$ cat config.mk
export PLATFORM = sky130hd
export DESIGN_NAME = chacha20_keystream_xor
export DESIGN_NICKNAME = d
export VERILOG_FILES = /design/src/rtl/chacha_pkg.sv /design/src/rtl/chacha_state_builder.sv /design/src/rtl/chacha20_keystream_xor.sv
export SDC_FILE = /design/constraint.sdc
export NUM_CORES = 1
export LEC_CHECK = 0
export ABC_CLOCK_PERIOD_IN_PS = 12500
export CAP_MARGIN = 20
export CORE_AREA = 2 2 581 583
export CTS_CLUSTER_DIAMETER = 30
export DETAILED_ROUTE_END_ITERATION = 12
export DIE_AREA = 0 0 583 585
export MAX_ROUTING_LAYER = met4
export SYNTH_ARGS = -nofsm -noshare
export SYNTH_HDL_FRONTEND = slang
export SYNTH_SLANG_ARGS = --single-unit
$ cat constraint.sdc
create_clock -name clk -period 12.5 [get_ports clk]
set_input_delay 1.25 -clock clk [delete_from_list [all_inputs] [get_ports clk]]
set_output_delay 1.25 -clock clk [all_outputs]
set_load 0.02 [all_outputs]
$ cat src/rtl/chacha_pkg.sv
// Shared types and constants for the ChaCha20 keystream front-end.
package chacha_pkg;

    typedef logic [31:0] word_t;
    typedef word_t [3:0][3:0] state_t;

    // "expand 32-byte k" as four little-endian words
    localparam word_t SIGMA0 = 32'h61707865;
    localparam word_t SIGMA1 = 32'h3320646e;
    localparam word_t SIGMA2 = 32'h79622d32;
    localparam word_t SIGMA3 = 32'h6b206574;

    typedef enum logic [2:0] {
        IDLE,
        INIT,
        WAIT,
        STREAM,
        DRAIN
    } fsm_t;

endpackage

$ cat src/rtl/chacha_state_builder.sv
// Combinational assembly of the 4x4 ChaCha20 initial state, indexed [row][col].
module chacha_state_builder
    import chacha_pkg::*;
(
    input  logic [255:0]          key_i,
    input  logic [95:0]           nonce_i,
    input  logic [31:0]           ctr_i,
    output logic [3:0][3:0][31:0] state_o
);

    always_comb begin
        state_o[0][0] = SIGMA0;
        state_o[0][1] = SIGMA1;
        state_o[0][2] = SIGMA2;
        state_o[0][3] = SIGMA3;
        state_o[1]    = key_i[127:0];
        state_o[2]    = key_i[255:128];
        // column 0 is the block counter, columns 1..3 the nonce words
        state_o[3]    = {nonce_i, ctr_i};
    end

endmodule

$ cat src/rtl/chacha20_keystream_xor.sv
// Requests ChaCha20 blocks from the core and XORs the keystream onto a word stream.
module chacha20_keystream_xor
    import chacha_pkg::*;
#(
    parameter int LEN_W = 16
) (
    input  logic                  clk,
    input  logic                  rst_n,
    input  logic                  start,
    input  logic [255:0]          key,
    input  logic [95:0]           nonce,
    input  logic [31:0]           ctr_init,
    input  logic [LEN_W-1:0]      len_words,
    output logic                  busy,
    output logic                  done,
    output logic                  ctr_wrap,
    input  logic [31:0]           din,
    input  logic                  din_valid,
    output logic                  din_ready,
    output logic [31:0]           dout,
    output logic                  dout_valid,
    input  logic                  dout_ready,
    output logic [3:0][3:0][31:0] core_matrix,
    output logic                  core_setrounds,
    input  logic [3:0][3:0][31:0] core_block,
    input  logic                  core_blockready
);

    fsm_t             state_q, state_d;
    logic [255:0]     key_q;
    logic [95:0]      nonce_q;
    word_t            ctr_q;
    logic [LEN_W-1:0] rem_q;
    logic [3:0]       idx_q;
    state_t           buf_q;
    word_t            dout_q;
    logic             dout_valid_q, done_q, ctr_wrap_q;
    state_t           built;

    logic start_acc, capture, in_hs, out_hs, last_word, block_end;

    assign start_acc = start && (state_q == IDLE);
    assign capture   = (state_q == WAIT) && core_blockready;
    assign in_hs     = din_valid && din_ready;
    assign out_hs    = dout_valid_q && dout_ready;
    assign last_word = (rem_q == LEN_W'(1));
    assign block_end = (idx_q == 4'd15);

    chacha_state_builder u_builder (
        .key_i   (key_q),
        .nonce_i (nonce_q),
        .ctr_i   (ctr_q),
        .state_o (built)
    );

    always_ff @(posedge clk or negedge rst_n) begin
        if (!rst_n) state_q <= IDLE;
        else        state_q <= state_d;
    end

    always_comb begin
        state_d = state_q;
        case (state_q)
            IDLE:   if (start && (len_words != '0)) state_d = INIT;
            INIT:   state_d = WAIT;
            WAIT:   if (core_blockready) state_d = STREAM;
            STREAM: begin
                if (in_hs) begin
                    if (last_word)      state_d = DRAIN;
                    else if (block_end) state_d = INIT;
                end
            end
            DRAIN:  if (out_hs) state_d = IDLE;
            default: state_d = IDLE;
        endcase
    end

    always_comb begin
        busy           = (state_q != IDLE);
        core_setrounds = (state_q == INIT);
        din_ready      = (state_q == STREAM) && (!dout_valid_q || dout_ready);
        // zero while idle, otherwise steady from latched registers for the whole request
        core_matrix    = (state_q == IDLE) ? '0 : built;
        dout           = dout_q;
        dout_valid     = dout_valid_q;
        done           = done_q;
        ctr_wrap       = ctr_wrap_q;
    end

    always_ff @(posedge clk or negedge rst_n) begin
        if (!rst_n) begin
            ctr_q        <= '0;
            rem_q        <= '0;
            idx_q        <= '0;
            dout_q       <= '0;
            dout_valid_q <= 1'b0;
            done_q       <= 1'b0;
            ctr_wrap_q   <= 1'b0;
        end else begin
            done_q <= 1'b0;
            if (start_acc) begin
                ctr_wrap_q <= 1'b0;
                if (len_words == '0) begin
                    done_q <= 1'b1;
                end else begin
                    ctr_q <= ctr_init;
                    rem_q <= len_words;
                end
            end
            if (capture) idx_q <= '0;
            if (in_hs) begin
                dout_q       <= din ^ buf_q[idx_q[3:2]][idx_q[1:0]];
                dout_valid_q <= 1'b1;
                idx_q        <= idx_q + 4'd1;
                rem_q        <= rem_q - LEN_W'(1);
                if (block_end && !last_word) begin
                    ctr_q <= ctr_q + 32'd1;
                    if (ctr_q == 32'hFFFF_FFFF) ctr_wrap_q <= 1'b1;
                end
            end else if (out_hs) begin
                dout_valid_q <= 1'b0;
            end
            if ((state_q == DRAIN) && out_hs) done_q <= 1'b1;
        end
    end

    always_ff @(posedge clk) begin
        if (start_acc) begin
            key_q   <= key;
            nonce_q <= nonce;
        end
        if (capture) buf_q <= core_block;
    end

endmodule
* Yosys cells after proc, flatten, opt, wreduce, memory -nomap -nowiden *
Cells that the tools add are included.

storage, ports and cells
  flip-flop bits (word level) = 954
  latch bits = 0
  memory bits (writable) = 0
  bits in read-only memories = 0
  bits of input ports = 950
  output and inout bits = 550
  word-level logic and storage cells = 95
  memories kept = 0

cells by class
  $add $sub $neg = 3
  $mul = 0
  divide/modulo/power cells = 0
  magnitude comparators = 2
  eq/ne operators = 13
  shifts and indexed selects = 0
  mux-type cells = 30
  bitwise operators = 1
  reductions and logical operators = 20

operator list
  kind                     count
  $mux W512                1
  $bmux W128 S2            1
  $mux W32                 5
  $mux W128                1
  $bmux W32 S2             1
  $mux W16                 3
  $add A32 B1 Y32 const B  1
  $eq A32 B32 Y1 const B   1
  $xor A32 B32 Y32         1
  $mux W3                  6
  $eq A16 B1 Y1 const B    1
  $logic_not A16 Y1        1
  $reduce_bool A16 Y1      1
  $sub A16 B1 Y16 const B  1
  $pmux W3 S5              1
  $mux W1                  9
  $logic_and A1 B1 Y1      8
  $mux W4                  2
  $ne A2 B2 Y1 const B     4
  $eq A3 B2 Y1 const B     2
  $lt A2 B3 Y1 const B     2
  $reduce_bool A2 Y1       3
  $reduce_and A5 Y1        1
  $add A4 B1 Y4 const B    1
  10 further kinds         11

* Logic depth before layout (Yosys ltp) *
Gate-level depths: netlist (run 1).

  depth in word-level cells = 6
  depth in mapped cells = 9
  mapped depth without buffers = 7

* Hierarchy *
Synthesis (run 1) repeated with hierarchy kept, for this count alone.

unflattened totals
  cells, all modules = 2835
  area total of the unflattened synthesis = 42114.1 sq um

by module, submodules not included
  module                  times used  cells each  area an instance (sq um)  seq. area each (sq um)
  chacha20_keystream_xor  1           2321        38262.9                   28197.0
  chacha_state_builder    1           514         3851.2                    0.0

* Worst setup path before layout (run 1) *
OpenSTA, ideal clock, no wires.

  path type = input -> register
  from = input core_blockready
  to = register idx_q[3]
  setup time = 0.142 ns
  arrival time = 13.958 ns
  path slack = -1.600 ns
  stages on the path = 4
  cells stage by stage = and3_1 nor2_1 o21ai_0 o31ai_1

between the ends
  word-level cells in the longest chain between the ends = 2

ends and longest elaborated chain
  item                                 line                           text
  start, declared                      chacha20_keystream_xor.sv:26   input logic core_blockready
  $logic_and A1 B1 Y1                  chacha20_keystream_xor.sv:43   assign capture = (state_q == WAIT) && core_blockready;
  $reduce_bool A2 Y1 (no source line)  n/a
  end signal, assigned                 chacha20_keystream_xor.sv:114  idx_q <= idx_q + 4'd1;
  end, declared                        chacha20_keystream_xor.sv:34   logic [3:0] idx_q;

Every way passes these cells.
A chain may end at the register's enable or synchronous reset.

==> flow_metrics.py, run 1 <==
metrics = {
    "logic_synthesis": {
        "synth_cell_types": 74,
        "avgSynthCellArea_um2": 16.48,
        "synth-edff-count": 864,
        "async_reset_ff_frac": 0.09434,
        "synth_area_um2": 38480,
        "yosysSeqAreaShare": 0.7327,
        "ys_warn_count": 0,
        "synthFlopType": "edfxtp_1",
        "ys_ff_latch": 954,
        "synthCells": 2335,
    },
    "cts": {
        "cts_buffers": 239,
        "postCtsSetupRepairBufs": 0,
        "cts-htree-levels": 4,
        "clkTransAtPathRegs_ns": 0.04,
        "postCtsHoldBufs": 0,
        "insertion_delay_ns": 0.88,
        "cts_sinks": 954,
        "cts_resized": 0,
        "cts_tree": "built",
        "cts-root-buf": "clkbuf_16",
        "clockBufferDepth": 4,
    },
    "timing": {
        "finalSetupViolCount": 0,
        "fmax_mhz": 183.3,
        "max_slew_margin": 0.2344,
        "setup_tns_ns": 0,
        "final_max_slew_viol_count": 0,
        "period_needed_ns": 5.457,
        "post-route-worst-setup-slack_ns": 7.043,
        "finalClockSkew_ns": 0.06880,
        "hold_violations": 0,
        "rsz0062_at_grt": "false",
        "worst_pin_slew_ns": 1.148,
        "period_share": 0.4365,
    },
    "final_layout": {
        "area_delta_synth_final_pct": 71.55,
        "nNetsFinal": 4811,
        "final_core_util": 0.1969,
        "drive_above_1_share": 0.1329,
    },
    "floorplan": {
        "io_pins": 1500,
        "die_x_um": 583,
        "die_area_um2": 341100,
        "start_util": 0.1148,
        "rows": 213,
        "coreArea_um2": 335300,
        "die_h_um": 585,
    },
    "pwr": {
        "peakVddDrop_v": 0.0001352,
        "powerDensity_nw_per_um2": 197.3,
        "p_leak_nw": 22.20,
    },
    "critical_path": {
        "reg2reg_depth": 6,
        "arrival_ns": 4.21,
        "cp.required_ns": 11.25,
        "crit_path_cell_trace": "nor3_4, buf_4, buf_4, buf_12, nor2b_1, clkdlybuf4s50_1",
        "critPathMaxFanout": 200,
        "crit_path_end_kind": "output port",
        "critPathBufInv": 4,
        "cpMostUsedCell": "buf_4",
        "path_delay_family": "buffers and inverters",
        "critPathMaxStageDelay_ns": 0.58,
        "crit_slowest_cell": "buf_4",
        "worstSetupPathType": "register to output port",
        "cp-start-kind": "register",
        "path_depth": 6,
    },
    "placement": {
        "hpwl_um": 196700,
        "gp_congestion": 0.9337,
        "post-place-ws_ns": 7.414,
        "io_buffers": 1427,
    },
    "route": {
        "routed_wl_um": 233000,
        "drtPass1Iterations": 5,
        "viasPerCell": 3.268,
        "drc": 0,
        "drtIter0Drc": 2018,
        "wl_per_cell_um": 27.27,
        "drtAntennaViolNets": 0,
        "vias": 27920,
    },
    "outcome": {
        "status": "finished, final reports clean",
    },
    "flow_run": {
        "maxCapViolations": 0,
    },
    "global_route": {
        "first_global_vias": 28320,
        "antenna_found_initial": 243,
        "track_usage": 0.1348,
        "grt_max_degree": 201,
        "grt-ovfl-total": 0,
        "grt_pass1_wl_um": 290300,
    },
    "min_path": {
        "hold_path.class": "input port to async pin",
    },
}
-- power by group --
group,internal (mW),leakage [nW],switching (mW)
Clock,4.35,4.04,2.06
Combinational,1.06,9.27,1.47
Sequential,3.82,8.89,0.261
Total,9.23,22.2,3.80
-- kinds of logic (layout without fill, tap and decap cells) --
kind of cell / count (synthesis) / after routing / share of synthesized area
muxes: 193 / 193 / 0.07104
xor gates and xnor gates: 33 / 33 / 0.007511
other: 1 / 144 / 0.00009745
adders and majority gates: 4 / 4 / 0.001301
buffers and inverters: 267 / 1925 / 0.04139
and+or+nand+nor: 650 / 650 / 0.1008
AOI/OAI and AO/OA: 233 / 233 / 0.04513
DFF: 954 / 954 / 0.7327
-- final timing paths --
kind | from | endpoint | slack (ns)
min in group clk | dout[7] | dout[7] | 0.48
setup reg to reg | state_q[1] | key_q[221] | 8.26
max in group asynchronous | rst_n | idx_q[1] | 10.70
hold / removal | rst_n | rem_q[0] | 0.38
setup / recovery | state_q[1] | core_matrix[297] | 7.04
hold reg to reg | dout[7] | dout[7] | 0.48
-- layout by cell type (no fill, tap or decap), types with 7 or more instances in the layout --
cell,n
inv_1,13
buf_4,30
o21ai_0,27
bufinv_16,38
nor3_1,9
o221a_1,9
conb_1,72
o22ai_1,8
clkinv_4,20
clkdlybuf4s50_1,1426
clkbuf_8,10
mux4_2,64
and3_1,10
a311oi_1,7
o22a_1,32
o21ai_1,16
clkinvlp_4,26
nand3_1,56
a22oi_1,67
mux2i_1,128
clkinv_2,30
nor4_1,7
xor2_1,32
nand4_1,9
clkbuf_1,21
edfxtp_1,864
a21oi_1,21
inv_6,26
nand2_1,79
clkinv_1,29
nor2_1,45
clkbuf_16,239
diode_2,72
nor2b_1,379
dfrtp_1,87
-- flip-flops by register name, indices dropped and copies added (netlist names) --
name,cells
buf_q,512
key_q,256
nonce_q,96
ctr_q,32
dout,32
rem_q,16
idx_q,4
state_q,3
ctr_wrap,1
done,1
dout_valid,1
-- metal layers --
layer | up-vias | GRT usage | wire [µm]
met2 | 1949 | 0.2320 | 119300
met3 | 524 | 0.04357 | 22310
li1 | 11890 | - | -
met1 | 13560 | 0.1417 | 82210
met5 | - | - | 0
met4 | 0 | 0.05616 | 9192
-- cells in the mapped netlist, drive strengths merged, types with 2 or more instances --
cell | instances | area share
nand4 | 13 | 0.0032
o21bai | 3 | 0.00059
xor2 | 32 | 0.0073
o32ai | 2 | 0.00046
ha | 4 | 0.0013
nor2 | 45 | 0.0044
edfxtp | 864 | 0.67
a31oi | 3 | 0.00049
o211ai | 6 | 0.0012
or2 | 5 | 0.00088
a22oi | 68 | 0.014
a221oi | 4 | 0.0012
nand3 | 57 | 0.0074
mux4 | 64 | 0.037
a21o | 3 | 0.00059
and2 | 7 | 0.0011
buf | 181 | 0.033
and3b | 5 | 0.0011
mux2i | 128 | 0.033
dfrtp | 90 | 0.059
a32oi | 2 | 0.00046
nor2b | 379 | 0.062
a211oi | 6 | 0.0013
and3 | 12 | 0.0020
nor3 | 10 | 0.0016
o221a | 12 | 0.0035
and4 | 4 | 0.00091
inv | 14 | 0.0014
a21oi | 21 | 0.0027
or4 | 4 | 0.00078
nand2b | 3 | 0.00049
o22ai | 8 | 0.0013
nor3b | 3 | 0.00072
a221o | 4 | 0.0010
nand2 | 80 | 0.0079
o21ai | 43 | 0.0056
clkbuf | 72 | 0.0071
o22a | 32 | 0.0073
nor4 | 16 | 0.0052
o311ai | 3 | 0.00068
a311oi | 8 | 0.0020
or3 | 3 | 0.00049
-- through the flow --
| step | std cells | area, µm² | power [mW] | hold slack, ns |
|---|---|---|---|---|
| floorplan | 2406 | 38750 | 5.354 | 0.4958 |
| CTS | 8470 | 65810 | 13.28 | 0.3048 |
| global placement | 8021 | 57370 | 6.733 | 0.4669 |
| finish | 8543 | 66020 | 13.03 | 0.3799 |
| global route | 8532 | 65990 | 13.53 | 0.3336 |
| detailed placement | 8022 | 57390 | 6.777 | 0.4751 |
-- layout make-up --
cell class	instances	area, µm²
Clock buffer	270	6197
Tap cell	4407	5514
Multi-Input combinational cell	1185	8992
Inverter	14	60.06
Antenna cell	72	180.2
Clock inverter	178	2221
Fill cell	35770	269200
Sequential cell	954	28210
Timing Repair Buffer	1463	14650
(Power assumes the default switching activity.)
==> inputs of run 2 (changes only) <==
ABC_CLOCK_PERIOD_IN_PS = 5600   (was 12500)
CORE_AREA = 2 2 587 589   (was 2 2 581 583)
DIE_AREA = 0 0 589 591   (was 0 0 583 585)
clock period = 5.6 ns   (was 12.5 ns; I/O delays follow)
==> run 2 against run 1 <==
Final cell count grew 2.4%. Worst setup slack lost 5.6 ns. Clock power grew 140%. Total power grew 130%. Global-route usage shrank 0.17 points. Sequential share of layout area shrank 0.69 points. Combinational power grew 110%. First-iteration DRC count grew 8.5%. Non-clock buffer count grew 7. Sequential cell count is the same.
==> flow_metrics.py, run 2 (synthesis results as in run 1) <==
metrics = {
    "outcome": {
        "status": "finished, final reports clean",
    },
    "timing": {
        "period_share": 0.7454,
        "hold_violations": 0,
        "finalClockSkew_ns": 0.05180,
        "period_needed_ns": 4.175,
        "setup_tns_ns": 0,
        "final_max_slew_viol_count": 0,
        "rsz0062_at_grt": "false",
        "max_slew_margin": 0.1924,
        "worst_pin_slew_ns": 1.211,
        "fmax_mhz": 239.5,
        "finalSetupViolCount": 0,
    },
    "global_route": {
        "antenna_found_initial": 231,
        "grt-ovfl-total": 0,
        "track_usage": 0.1331,
        "first_global_vias": 29620,
        "grt_max_degree": 161,
        "grt_pass1_wl_um": 295200,
    },
    "cts": {
        "clockBufferDepth": 4,
        "cts-root-buf": "clkbuf_16",
        "cts_tree": "built",
        "cts_sinks": 954,
        "insertion_delay_ns": 0.88,
        "postCtsSetupRepairBufs": 0,
        "cts-htree-levels": 5,
        "cts_buffers": 272,
        "clkTransAtPathRegs_ns": 0.04,
    },
    "final_layout": {
        "layout_commonest_cell": "clkdlybuf4s50_1",
        "final_cell_mix": "clkdlybuf4s50_1, edfxtp_1, nor2b_1",
        "largest_register_ff_count": 512,
        "drive_above_1_share": 0.1387,
        "top_register": "buf_q",
        "final_core_util": 0.1963,
        "top_regs": "buf_q x512, key_q x256, nonce_q x96",
        "area_delta_synth_final_pct": 74.37,
        "nNetsFinal": 4851,
        "finalNonFillerCells": 8747,
    },
    "route": {
        "drtAntennaViolNets": 0,
        "drtIter0Drc": 2190,
        "routed_wl_um": 234700,
        "drc": 0,
        "wl_per_cell_um": 26.83,
        "viasPerCell": 3.274,
        "drtPass1Iterations": 8,
        "vias": 28640,
    },
    "placement": {
        "hpwl_um": 194400,
        "io_buffers": 1427,
        "dp_cells": 8179,
        "gp_congestion": 1.049,
    },
    "floorplan": {
        "coreArea_um2": 341900,
        "rows": 215,
        "io_pins": 1500,
        "die_h_um": 591,
        "die_x_um": 589,
        "die_area_um2": 348100,
        "start_util": 0.1126,
    },
    "pwr": {
        "p_switching_mw": 8.653,
        "clock_power_share": 0.518,
        "p_int_mw": 21.61,
        "powerDensity_nw_per_um2": 451.0,
        "peakVddDrop_v": 0.0002916,
        "sw_frac_of_total": 0.2859,
        "p_leak_nw": 22.66,
        "combPwrFrac": 0.176,
        "power_frac_seq": 0.306,
    },
    "min_path": {
        "min_path_cells": 1,
        "hp-start": "key[89]",
        "hold_path.class": "input port to register",
        "whs_endpoint": "key_q[89]",
    },
    "critical_path": {
        "cpMostUsedCell": "buf_12",
        "worstSetupPathType": "register to output port",
        "arrival_ns": 3.61,
        "crit_slowest_cell": "clkdlybuf4s50_1",
        "reg2reg_depth": 7,
        "r2r-start": "idx_q[0]",
        "critPathMaxFanout": 160,
        "cp.required_ns": 5.04,
        "r2r-end": "dout[21]",
        "crit_path_cell_trace": "nor3_4, buf_12, buf_12, nor2b_1, clkdlybuf4s50_1",
        "crit_path_end_kind": "output port",
        "rrSetupSlack_ns": 2.06,
        "critPathMaxStageDelay_ns": 0.58,
        "cp-start-kind": "register",
    },
    "flow_run": {
        "maxCapViolations": 0,
    },
}
## run 2: power groups by stage
stage,clock (mW),sequential [mW],combinational (mW)
3_5_place_dp,0,9.38,5.47
3_3_place_gp,0,9.36,5.42
5_1_grt,16.4,9.34,5.70
2_1_floorplan,0,9.12,2.77
6_report,15.7,9.26,5.33
4_1_cts,16.0,9.28,5.50
## run 2: metal layers
metal,wire length [µm],part of all wire,GRT usage,up-vias
met5,0,0,-,-
li1,-,-,-,11990
met2,115100,0.49,0.2230,2074
met4,11260,0.048,0.05689,0
met3,22880,0.097,0.04936,611
met1,85480,0.36,0.1404,13960
## run 2: how the worst max path moves through the flow
stage | start | endpoint
2_1_floorplan | state_q[0] | idx_q[3]
3_3_place_gp | idx_q[0] | dout[27]
3_5_place_dp | idx_q[0] | dout[21]
4_1_cts | state_q[1] | core_matrix[389]
5_1_grt | state_q[0] | core_matrix[509]
6_report | state_q[0] | core_matrix[509]
## run 2: repair_timing
item | CTS | global route
endpoints found under the hold margin | 37 | 0
hold buffers | 1 | 0
gates resized for setup | 0 | 0
endpoints found under the setup margin | 0 | 0
## run 2: through the flow
step / cell area [µm²] / power, mW / worst slack (ns) / hold slack (ns)
final: 67100 / 30.26 / 1.425 / 0.2333
after global routing: 67050 / 31.43 / 1.218 / 0.1615
after CTS: 66920 / 30.79 / 1.357 / 0.1200
after detailed placement: 57630 / 14.85 / 2.121 / 0.4746
after global placement: 57620 / 14.78 / 2.166 / 0.4703
after floorplan: 38760 / 11.89 / 0.6474 / 0.2644
## run 2: area by class of cell
class | count | area, µm²
fillers | 36520 | 274800
repair buffers | 1470 | 14670
flip-flops and latches | 954 | 28210
multi-input cells | 1185 | 8996
inverters | 14 | 68.82
clock buffers | 332 | 7227
clock inverters | 162 | 2054
well taps | 4557 | 5702
diodes | 73 | 182.7
## run 2: worst max-delay path, delay by kind of cell, from the launching register on
family                 cells  cell delay [ns]
buffers and inverters      3             1.30
DFF                        1             0.51
and+or+nand+nor            2             0.57
==> inputs of run 3 (changes only) <==
ABC_CLOCK_PERIOD_IN_PS = 3700   (was 5600)
CORE_AREA = 2 2 581 583   (was 2 2 587 589)
DIE_AREA = 0 0 583 585   (was 0 0 589 591)
clock period = 3.7 ns   (was 5.6 ns; I/O delays follow)
==> run 3 against run 2 <==
Global-route usage rose by 0.16 points. Synthesized cell count unchanged. Synthesized area is the same. The run now fails in 5_2_route.
==> flow_metrics.py, run 3 <==
metrics = {
    "outcome": {
        "stop_stage": "5_2_route",
        "status": "did not finish",
        "firstError": "[ERROR DRT-0255] Maze Route cannot find path of net key[20] in worker of routeBox ( 531300 48300 ) ( 583000 96600 ).",
    },
    "cts": {
        "cts_buffers": 273,
        "cts-htree-levels": 5,
        "clockBufferDepth": 4,
        "cts-root-buf": "clkbuf_16",
        "cts_sinks": 954,
    },
    "timing": {
        "worst-ep-kind": "primary output",
        "crit_endpoint": "core_matrix[477]",
    },
    "placement": {
        "io_buffers": 1427,
        "hpwl_um": 192800,
        "post-place-ws_ns": 0.6456,
        "gp_congestion": 0.9046,
    },
    "logic_synthesis": {
        "ys_ff_latch": 954,
        "yosys.area.top_type": "edfxtp_1",
        "synth-edff-count": 864,
        "avgSynthCellArea_um2": 16.48,
        "ys_warn_count": 0,
        "netlist.area_leader.share": 0.6742,
        "synth_area_um2": 38480,
        "yosysSeqAreaShare": 0.7327,
        "synth_most_common_cell": "edfxtp_1",
        "ys_top_cells_by_count": "edfxtp_1, nor2b_1, buf_4",
        "synth_cell_types": 74,
        "async_reset_ff_frac": 0.09434,
        "synthFlopType": "edfxtp_1",
        "synthCells": 2335,
        "ys_top_cells_by_area": "edfxtp_1, nor2b_1, dfrtp_1",
    },
    "floorplan": {
        "start_util": 0.1148,
        "die_x_um": 583,
        "die_h_um": 585,
        "rows": 213,
        "io_pins": 1500,
    },
    "global_route": {
        "grt-ovfl-total": 0,
        "grt_max_degree": 141,
        "track_usage": 0.1347,
        "grt_pass1_wl_um": 293800,
        "antenna_found_initial": 240,
        "first_global_vias": 30760,
    },
}
[run 3: per-stage QoR]
step / std cells / cell area, µm² / hold WS, ns
2_1_floorplan: 2406 / 38780 / 0.07441
3_3_place_gp: 8063 / 57700 / 0.3774
3_5_place_dp: 8064 / 57720 / 0.3774
4_1_cts: 8842 / 69890 / 0.00001438
5_1_grt: 8901 / 70080 / 0.03014
[run 3: logic make-up after synthesis]
kind of cell               after synthesis  synth area share
and+or+nand+nor                        650            0.1008
muxes                                  193           0.07104
adders and majority gates                4          0.001301
AOI/OAI and AO/OA                      233           0.04513
DFF                                    954            0.7327
xor gates and xnor gates                33          0.007511
buffers and inverters                  267           0.04139
other                                    1        0.00009745
[run 3: timing repair]
item,CTS,global route
endpoints found under the hold margin,313,0
buffers inserted,2,0
cloned,1,1
setup endpoints to repair,196,91
pin swaps,1,0
hold buffers,285,0
resized for setup,2,7
[run 3: per-layer routing]
metal  track usage
met1        0.1404
met2        0.2309
met3       0.03991
met4       0.06717
met5             -
==> inputs of run 4 (changes only) <==
ABC_CLOCK_PERIOD_IN_PS = 4800   (was 3700)
CTS_CLUSTER_DIAMETER = unset   (was 30)
MAX_ROUTING_LAYER = unset   (was met4)
PLACE_DENSITY_LB_ADDON = 0.15   (was unset)
clock period = 4.8 ns   (was 3.7 ns; I/O delays follow)
==> run 4 against run 3 <==
The flow now finishes without violations. Global-route usage increased by 0.23 points.
==> flow_metrics.py, run 4 (synthesis results as in run 1) <==
metrics = {
    "outcome": {
        "status": "finished, final reports clean",
    },
    "floorplan": {
        "coreArea_um2": 335300,
        "die_area_um2": 341100,
        "start_util": 0.1148,
        "die_h_um": 585,
        "rows": 213,
        "io_pins": 1500,
        "die_x_um": 583,
    },
    "timing": {
        "setup_tns_ns": 0,
        "final_max_slew_viol_count": 0,
        "fmax_mhz": 255.0,
        "rsz0062_at_grt": "false",
        "finalSetupViolCount": 0,
        "worst_pin_slew_ns": 1.226,
        "hold_violations": 0,
        "max_slew_margin": 0.1754,
        "finalClockSkew_ns": 0.05002,
        "period_share": 0.8169,
        "post-route-worst-setup-slack_ns": 0.8788,
        "hold_ws_ns": 0.1233,
        "period_needed_ns": 3.921,
    },
    "route": {
        "drtIter0Drc": 1514,
        "vias": 27150,
        "met1Wirelength_um": 88160,
        "wl_per_cell_um": 28.92,
        "route.met2.wl_um": 121500,
        "routed_wl_um": 242800,
        "dr.max_layer_used": "met5",
        "dr_wl_met3_um": 23510,
        "drtPass1Iterations": 5,
        "viasPerCell": 3.234,
        "drtAntennaViolNets": 0,
        "drc": 0,
    },
    "pwr": {
        "powerDensity_nw_per_um2": 438.7,
        "p_switching_mw": 8.342,
        "sw_frac_of_total": 0.3041,
        "total_power_mw": 27.43,
        "p_int_mw": 19.09,
        "p_leak_nw": 20.54,
        "combPwrFrac": 0.225,
        "peakVddDrop_v": 0.0002536,
        "power_frac_seq": 0.390,
        "clock_power_share": 0.385,
    },
    "critical_path": {
        "crit_slowest_cell": "clkdlybuf4s50_1",
        "r2r-end": "ctr_q[21]",
        "cpMostUsedCell": "buf_12",
        "crit_path_end_kind": "output port",
        "path_delay_family": "buffers and inverters",
        "crit_path_cell_trace": "nor3_4, buf_12, buf_12, nor2b_1, clkdlybuf4s50_1",
        "reg2reg_depth": 6,
        "r2r-start": "idx_q[1]",
        "critPathBufInv": 3,
        "critPathMaxFanout": 145,
        "arrival_ns": 3.44,
        "critPathMaxStageDelay_ns": 0.59,
        "cp-start-kind": "register",
        "rrSetupSlack_ns": 1.66,
        "cp.required_ns": 4.32,
        "worstSetupPathType": "register to output port",
    },
    "final_layout": {
        "final_core_util": 0.1865,
        "top_regs": "buf_q x512, key_q x256, nonce_q x96",
        "finalNonFillerCells": 8395,
        "nNetsFinal": 4742,
        "drive_above_1_share": 0.09474,
        "multiInputGateArea_um2": 8997,
        "register_area_um2": 28210,
        "area_delta_synth_final_pct": 62.48,
        "top_register": "buf_q",
        "layout_commonest_cell": "clkdlybuf4s50_1",
        "fillers": 36360,
        "design_area_um2": 62530,
        "final_cell_mix": "clkdlybuf4s50_1, edfxtp_1, nor2b_1",
        "largest_register_ff_count": 512,
    },
    "cts": {
        "clkTransAtPathRegs_ns": 0.06,
        "cts-htree-levels": 4,
        "cts_sinks": 954,
        "clockBufferDepth": 4,
        "cts_tree": "built",
        "insertion_delay_ns": 0.82,
        "cts-root-buf": "clkbuf_16",
        "cts_buffers": 141,
    },
    "flow_run": {
        "maxCapViolations": 0,
    },
    "global_route": {
        "track_usage": 0.1369,
        "grt-ovfl-total": 0,
        "grt_pass1_wl_um": 304900,
        "grt_max_degree": 146,
        "antenna_found_initial": 354,
        "first_global_vias": 28330,
    },
    "placement": {
        "dp_cells": 8050,
        "io_buffers": 1427,
        "gp_congestion": 0.8591,
        "post-place-ws_ns": 1.612,
        "place_area_um2": 57700,
        "hpwl_um": 202200,
    },
    "min_path": {
        "hold_path.class": "input port to async pin",
    },
}
## run 4: worst max-delay path by stage
stage | start | to | slack, ns | cells after the start
after floorplan | state_q[0] | idx_q[3] | -0.15 | 6
after global placement | len_words[0] | rem_q[4] | 1.57 | 6
after detailed placement | len_words[1] | rem_q[4] | 1.61 | 6
after CTS | state_q[1] | core_matrix[219] | 0.78 | 5
after global routing | state_q[1] | core_matrix[221] | 0.65 | 5
final | state_q[1] | core_matrix[219] | 0.88 | 5
## run 4: per-layer routing
metal / track usage / vias up
li1: - / 11690
met1: 0.1454 / 12990
met2: 0.2406 / 1611
met3: 0.05932 / 683
met4: 0.04753 / 172
met5: 0 / -
## run 4: power by group through the flow
stage	Clock [mW]	Sequential, mW	Combinational (mW)
2_1_floorplan	0	10.6	3.23
3_3_place_gp	0	10.9	6.42
3_5_place_dp	0	10.9	6.41
4_1_cts	11.1	10.7	6.43
5_1_grt	11.3	10.8	6.66
6_report	10.6	10.7	6.16
## run 4: timing repair
action	4_1_cts	5_1_grt
endpoints found under the hold margin	16	0
setup buffers	0	0
gates resized for setup	0	0
hold buffers	1	0
## run 4: cell type report
| type | count | share of cell area |
|---|---|---|
| repair buffers | 1492 | 0.2390 |
| well taps | 4407 | 0.08818 |
| multi-input cells | 1185 | 0.1439 |
| inverters | 14 | 0.001101 |
| diodes | 93 | 0.003722 |
| flip-flops and latches | 954 | 0.4511 |
| clock buffers | 184 | 0.06217 |
| clock inverters | 66 | 0.01079 |
